## config.mk

```make
export PLATFORM = sky130hd
export DESIGN_NAME = vic_regs
export DESIGN_NICKNAME = d
export VERILOG_FILES = /design/src/rtl/vic_regs.sv
export SDC_FILE = /design/constraint.sdc
export NUM_CORES = 1
export LEC_CHECK = 0
export ABC_AREA = 1
export CAP_MARGIN = 20
export CORE_ASPECT_RATIO = 1.1
export CORE_MARGIN = 3
export CORE_UTILIZATION = 45
export CTS_BUF_LIST = sky130_fd_sc_hd__clkbuf_2
export CTS_CLUSTER_SIZE = 24
export DETAILED_ROUTE_END_ITERATION = 6
export PLACE_DENSITY = 0.79
export REMOVE_ABC_BUFFERS = 1
export SYNTH_ARGS = -nofsm -noshare
export SYNTH_HDL_FRONTEND = slang
export SYNTH_SLANG_ARGS = --single-unit
```

## constraint.sdc

```tcl
create_clock -name clk -period 1.8 [get_ports clk]
set_input_delay 0.18 -clock clk [delete_from_list [all_inputs] [get_ports clk]]
set_output_delay 0.18 -clock clk [all_outputs]
set_load 0.02 [all_outputs]
```

## src/rtl/vic_regs.sv

```systemverilog
// VIC-20 video chip register file ($9000-$900F): CPU write decode, readback,
// raster line counter, light pen and paddle capture, and static display decode.
module vic_regs #(
   parameter logic [7:0] RST_9000 = 8'h05,
   parameter logic [7:0] RST_9001 = 8'h19,
   parameter logic [7:0] RST_9002 = 8'h96,
   parameter logic [7:0] RST_9003 = 8'h2E,
   parameter logic [7:0] RST_9005 = 8'hF0,
   parameter logic [7:0] RST_900F = 8'h1B
) (
   input  logic        clk,
   input  logic        reset,
   input  logic        cpu_cs,
   input  logic        cpu_we,
   input  logic [3:0]  cpu_addr,
   input  logic [7:0]  cpu_din,
   output logic [7:0]  cpu_dout,
   input  logic        vga_hs,
   input  logic        vga_vs,
   input  logic [9:0]  hpos,
   input  logic        lp_n,
   input  logic [7:0]  pot_x,
   input  logic [7:0]  pot_y,
   output logic [15:0] screen_addr,
   output logic [15:0] char_rom_addr,
   output logic [15:0] color_ram_addr,
   output logic [2:0]  border_color,
   output logic [3:0]  back_color,
   output logic        inverted,
   output logic        chars8x16,
   output logic [3:0]  aux_color,
   output logic [6:0]  xorigin,
   output logic [6:0]  yorigin,
   output logic [6:0]  rows,
   output logic [6:0]  cols,
   output logic [7:0]  voice0,
   output logic [7:0]  voice1,
   output logic [7:0]  voice2,
   output logic [7:0]  voice3,
   output logic [3:0]  volume,
   output logic [8:0]  raster
);

   logic [7:0] reg_9000, reg_9001, reg_9002, reg_9005, reg_900e, reg_900f;
   logic [6:0] reg_9003;
   logic [7:0] lp_x, lp_y, pad_x, pad_y;
   logic [9:0] line;
   logic       hs_d, vs_d, lp_d;
   logic       hs_fall, vs_fall, lp_fall;
   logic [7:0] rd_data;
   logic       unused_bits;

   // VIC nibble -> CPU address: top bit selects the low/high half of the map
   function automatic logic [15:0] map_nibble(input logic [3:0] v);
      return {~v[3], 2'b00, v[2:0], 10'd0};
   endfunction

   assign hs_fall = hs_d & ~vga_hs;
   assign vs_fall = vs_d & ~vga_vs;
   assign lp_fall = lp_d & ~lp_n;
   assign raster  = line[9:1];
   assign unused_bits = ^{hpos[1:0], line[0]};

   always_ff @(posedge clk) begin
      if (reset) begin
         reg_9000 <= RST_9000;
         reg_9001 <= RST_9001;
         reg_9002 <= RST_9002;
         reg_9003 <= RST_9003[6:0];
         reg_9005 <= RST_9005;
         reg_900f <= RST_900F;
         reg_900e <= 8'h00;
         voice0   <= 8'h00;
         voice1   <= 8'h00;
         voice2   <= 8'h00;
         voice3   <= 8'h00;
         lp_x     <= 8'h00;
         lp_y     <= 8'h00;
         pad_x    <= 8'h00;
         pad_y    <= 8'h00;
         line     <= 10'd0;
         hs_d     <= 1'b1;
         vs_d     <= 1'b1;
         lp_d     <= 1'b1;
         cpu_dout <= 8'h00;
      end else begin
         if (cpu_cs && cpu_we) begin
            case (cpu_addr)
               4'h0:    reg_9000 <= cpu_din;
               4'h1:    reg_9001 <= cpu_din;
               4'h2:    reg_9002 <= cpu_din;
               4'h3:    reg_9003 <= cpu_din[6:0];
               4'h5:    reg_9005 <= cpu_din;
               4'hA:    voice0   <= cpu_din;
               4'hB:    voice1   <= cpu_din;
               4'hC:    voice2   <= cpu_din;
               4'hD:    voice3   <= cpu_din;
               4'hE:    reg_900e <= cpu_din;
               4'hF:    reg_900f <= cpu_din;
               default: ;
            endcase
         end
         if (cpu_cs && !cpu_we) begin
            cpu_dout <= rd_data;
         end
         hs_d <= vga_hs;
         vs_d <= vga_vs;
         lp_d <= lp_n;
         // vsync takes priority so a coincident hsync edge still starts at line 0
         if (vs_fall) begin
            line <= 10'd0;
         end else if (hs_fall && line != 10'd1023) begin
            line <= line + 10'd1;
         end
         if (lp_fall) begin
            lp_x <= hpos[9:2];
            lp_y <= raster[8:1];
         end
         pad_x <= pot_x;
         pad_y <= pot_y;
      end
   end

   always_comb begin
      rd_data = 8'h00;
      case (cpu_addr)
         4'h0:    rd_data = reg_9000;
         4'h1:    rd_data = reg_9001;
         4'h2:    rd_data = reg_9002;
         4'h3:    rd_data = {raster[0], reg_9003};
         4'h4:    rd_data = raster[8:1];
         4'h5:    rd_data = reg_9005;
         4'h6:    rd_data = lp_x;
         4'h7:    rd_data = lp_y;
         4'h8:    rd_data = pad_x;
         4'h9:    rd_data = pad_y;
         4'hA:    rd_data = voice0;
         4'hB:    rd_data = voice1;
         4'hC:    rd_data = voice2;
         4'hD:    rd_data = voice3;
         4'hE:    rd_data = reg_900e;
         4'hF:    rd_data = reg_900f;
         default: rd_data = 8'h00;
      endcase
   end

   assign xorigin        = reg_9000[6:0];
   assign yorigin        = reg_9001[6:0];
   assign cols           = reg_9002[6:0];
   assign rows           = {1'b0, reg_9003[6:1]};
   assign chars8x16      = reg_9003[0];
   assign screen_addr    = map_nibble(reg_9005[7:4]) | {6'd0, reg_9002[7], 9'd0};
   assign char_rom_addr  = map_nibble(reg_9005[3:0]);
   assign color_ram_addr = 16'h9400 | {6'd0, reg_9002[7], 9'd0};
   assign aux_color      = reg_900e[7:4];
   assign volume         = reg_900e[3:0];
   assign back_color     = reg_900f[7:4];
   assign inverted       = reg_900f[3];
   assign border_color   = reg_900f[2:0];

endmodule

```

# == Word-level counts from Yosys, hierarchy flattened ==
# Cells that the tools add are included.
# totals
reg_bits,140
out_inout_bits,142
input_bits,45
# op_classes
add_sub_neg,1
reduce_logical,17
bitwise,9
n_eq_ne,16
mux,1
# op_table
cell,n
case mux 8 bit (16 select lines),1
"== test 4 bit, second input constant",8
AND reduction 2 bit,11
"== test 4 x 3 -> 1 bit, second input constant",4
bitwise OR 16 x 10 -> 16 bit,1
"adder 10 x 1 -> 10 bit, second input constant",1
"inequality test 10 bit, second input constant",1
"== test 4 x 2 -> 1 bit, second input constant",2
NOT 1 bit,5
"== test 4 x 1 -> 1 bit, second input constant",1
logical NOT 4 bit,1
bitwise AND 1 bit,3
logical AND 1 bit,3
OR reduction 2 bit,1
logical NOT 1 bit,1

# == Logic depth before layout (Yosys ltp) ==
# logic_depth
ltp_word,3
depth_mapped,11

# == Least setup slack after synthesis ==
# OpenSTA, ideal clock, no wires.
# synth_path
path_type,flip-flop to flip-flop
from,reg line[1]
to,reg line[4]
t_arrival_ps,1337
stages_incl_launch_ff,10
path_buffers,1
setup_ps,129
slack_ps,334
cell_sequence,dfxtp_1 ha_1 nand3_1 nor2_1 nand3_1 nand2_1 buf_2 o21ai_0 nand2_1 a21oi_1
# synth_between
elab_chain_len,2
word_cells_on_any_way,3
cone_classes,add/sub: 1; eq/ne: 1; reduce/logical: 1
# synth_rtl
element,line,source
from (decl),47,logic [9:0] line;
from (signal assigned),113,line <= line + 10'd1;
branches (longest 2 deep; another with adder 10 x 1 -> 10 bit),--,
# Parallel ways; which one is timed is not known.
# A chain may end at the register's enable or synchronous reset.

# == Final worst setup path ==
# layout_path
from,reg reg_9003[4]
to,out rows[3]
# layout_rtl
element,line,source
from (decl),45,logic [6:0] reg_9003;
from (signal assigned),69,reg_9003 <= RST_9003[6:0];
from (signal assigned),92,4'h3: reg_9003 <= cpu_din[6:0];
to (decl),34,"output logic [6:0] rows,"
# No word-level cell between the ends.

==> key figures <==
Global routing
  – Antenna violations before repair: 1
  – Vias in the first global route: 6446
  – Pin count of the biggest net entering global routing: 78
  – Global-route wire length before repair: 32990 µm
  – Total gr overflow: 0
  – Total track usage: 25.41%

Finish
  – Most frequent cells in the layout: 273 x nand2_1, 157 x nand3_1, 133 x dfxtp_1
  – Share of layout cells above drive strength 1: 10.59%
  – Number of flip-flops under the largest register name: 10
  – Nets: 1232
  – Area growth syn-to-layout: 28.03%
  – Fillers: 1436
  – Most common cell after layout, fill and taps aside: nand2_1
  – Final Cell Area: 8783 µm²
  – Fin cells: 1392
  – Top reg by flops: line

Critical path
  – CP startpoint kind: register
  – RR Startpoint: line[0]
  – Crit-path slowest cell: dfxtp_1
  – Worst Path Required: 1.62 ns
  – CP endpoint kind: output pin
  – R2R setup slack: 0.23 ns
  – Delay-heaviest family, CP: flip-flops
  – Worst Path Buf+Inv: 1
  – Crit. Startpoint: reg_9003[4]
  – Crit-path max FO: 3
  – Setup Crit Path Kind: register to output pin
  – CP Data Arrival Time: 1.54 ns
  – Crit-path cells: dlygate4sd2_1
  – CP max stage delay: 0.46 ns

Routing
  – Initial DRC Count: 637
  – DRT antenna net count: 0
  – DRC viols: 0
  – Final wirelength: 21490 µm
  – Wire per inst: 15.44 µm
  – Total number of vias: 7114
  – DR pass1 iterations: 6
  – Via-per-instance ratio: 5.111

Floorplan
  – Starting density of the core: 46.74%
  – Full die area: 16760 µm²
  – Core area: 14680 µm²
  – Die Y: 135.5 µm
  – Rows: 46
  – # IOs: 187
  – Die W: 123.7 µm

CTS
  – Post-CTS setup buffers: 0
  – CTS tree: built
  – Clock buffer count from CTS: 17
  – Max clock buf depth: 2
  – Htree depth: 4
  – Clk_lat worst skew: 0.72 ns
  – Clock slew at reported path FFs: 0.20 ns
  – Root Buffer: clkbuf_2
  – CTS Sinks: 140

Timing
  – Final setup violation count: 0
  – Setup TNS: 0 ns
  – Relative slew slack: 57.35%
  – Min Hold Slack: 0.1095 ns
  – F_max: 0.5808 GHz
  – Final hold violation count: 0
  – RSZ-0062 raised after global routing: no
  – Minimum clock period: 1.722 ns
  – Max Transition Viols Final: 0
  – Clk_skew: 0.02726 ns
  – Period utilization: 95.66%
  – Worst Tran Pin Value: 0.6390 ns

Yosys
  – Yosys reg bits: 140
  – Post-synth cell types: 27
  – Largest cells by area after synthesis: dfxtp_1 41%, nand2_1 15%, nand3_1 11%, buf_4 8.0%, a21oi_1 5.9%
  – Seq/Total Area, Yosys: 40.85%
  – Synth Instances: 1020
  – Leading area contributor after synthesis: dfxtp_1
  – Syn avg cell area: 6.726 µm²
  – Yosys warnings: 0
  – Share of the synthesized area in the top cell type: 40.85%
  – Mapped Area: 6860 µm²

Worst hold path
  – Hold WC Path Type: primary input to register
  – HP Start: hpos[8]

Placed design
  – IO Port Bufs: 145
  – Placed Area: 8516 µm²
  – Routability cong.: 0.9326
  – Cells after DPL: 1339
  – Detailed Place HPWL: 15800 µm

Pwr
  – Internal power: 4.000 mW
  – Total power: 5.644 mW
  – Max VDD drop: 0.0003909 V
  – Logic pwr share: 14.5%
  – Switching share of power: 29.13%
  – P_sw: 1.644 mW
  – Clk pwr share: 28.4%
  – Flop pwr share: 57.1%
  – Cell Pwr Density: 642.6 nW/µm²
  – Pleak: 4.296 nW

Run
  – Max Cap Viol: 0

Outcome
  – Run status: complete, no violations
worst paths after layout:
path | cells after the start | to
worst max-delay path | 1 | rows[3]
worst min-delay path | 3 | lp_x[6]
worst max register to register | 10 | line[5]
worst min register to register | 2 | cpu_dout[4]
metal layers:
layer  wire length [µm]  global-route usage, %  part of all wire, %
met5                  0                      0                    0
met4                649                  9.169                  3.0
met3               2146                  5.806                   10
met2               9833                  39.98                   46
met1               8857                  34.07                   41
cell families (layout without fill, tap and decap cells):
family	Yosys count	in the layout	synth area share, %
other	2	40	0.1095
xor gates and xnor gates	2	2	0.2554
buffers and inverters	202	344	15.45
DFF	140	140	40.85
adders and majority gates	1	1	0.1824
and+or+nand+nor	545	545	33.74
AOI/OAI and AO/OA	128	128	9.411
power groups by stage:
stage	clock, mW	sequential (mW)	combinational (mW)
floorplan	0	3.30	0.327
global placement	0	3.29	0.780
detailed placement	0	3.29	0.786
CTS	1.63	3.23	0.804
global route	1.75	3.24	0.882
finish	1.60	3.23	0.817
layout make-up:
cell class	count	area, µm²	share of cell area [%]
Timing Repair Buffer	228	2088	23.77
Clock inverter	9	72.57	0.8262
Inverter	84	316.6	3.604
Sequential cell	140	2811	32.01
Multi-Input combinational cell	715	3137	35.71
Tap cell	192	240.2	2.735
Antenna cell	1	2.502	0.02849
Clock buffer	23	115.1	1.311
Yosys cell counts, drive strengths merged:
| cell type | instances |
|---|---|
| nand3 | 157 |
| o21ai | 45 |
| dfxtp | 140 |
| buf | 92 |
| nor2 | 106 |
| nand3b | 1 |
| o211ai | 2 |
| inv | 82 |
| or2 | 2 |
| xor2 | 2 |
| ha | 1 |
| clkinv | 2 |
| a21oi | 81 |
| nor3 | 3 |
| clkbuf | 26 |
| conb | 2 |
| nand2 | 276 |
through the flow:
step | util [%] | setup slack, ns
global route | 59.85 | 0.004993
floorplan | - | 0.009146
detailed placement | 58.02 | -0.1760
finish | 59.85 | 0.07812
global placement | 58.02 | -0.1568
CTS | 59.85 | 0.009533
repair_timing:
action | 4_1_cts | 5_1_grt
setup endpoints to repair | 103 | 8
endpoints found under the hold margin | 103 | 0
hold buffers | 20 | 0
resized for setup | 110 | 8
tightest hold or removal path, cell delays in order:
cell and delay [ns]:
clkdlybuf4s50_1 0.40, o21ai_0 0.16, nor2_1 0.04
Power figures use the tool's default switching activity.
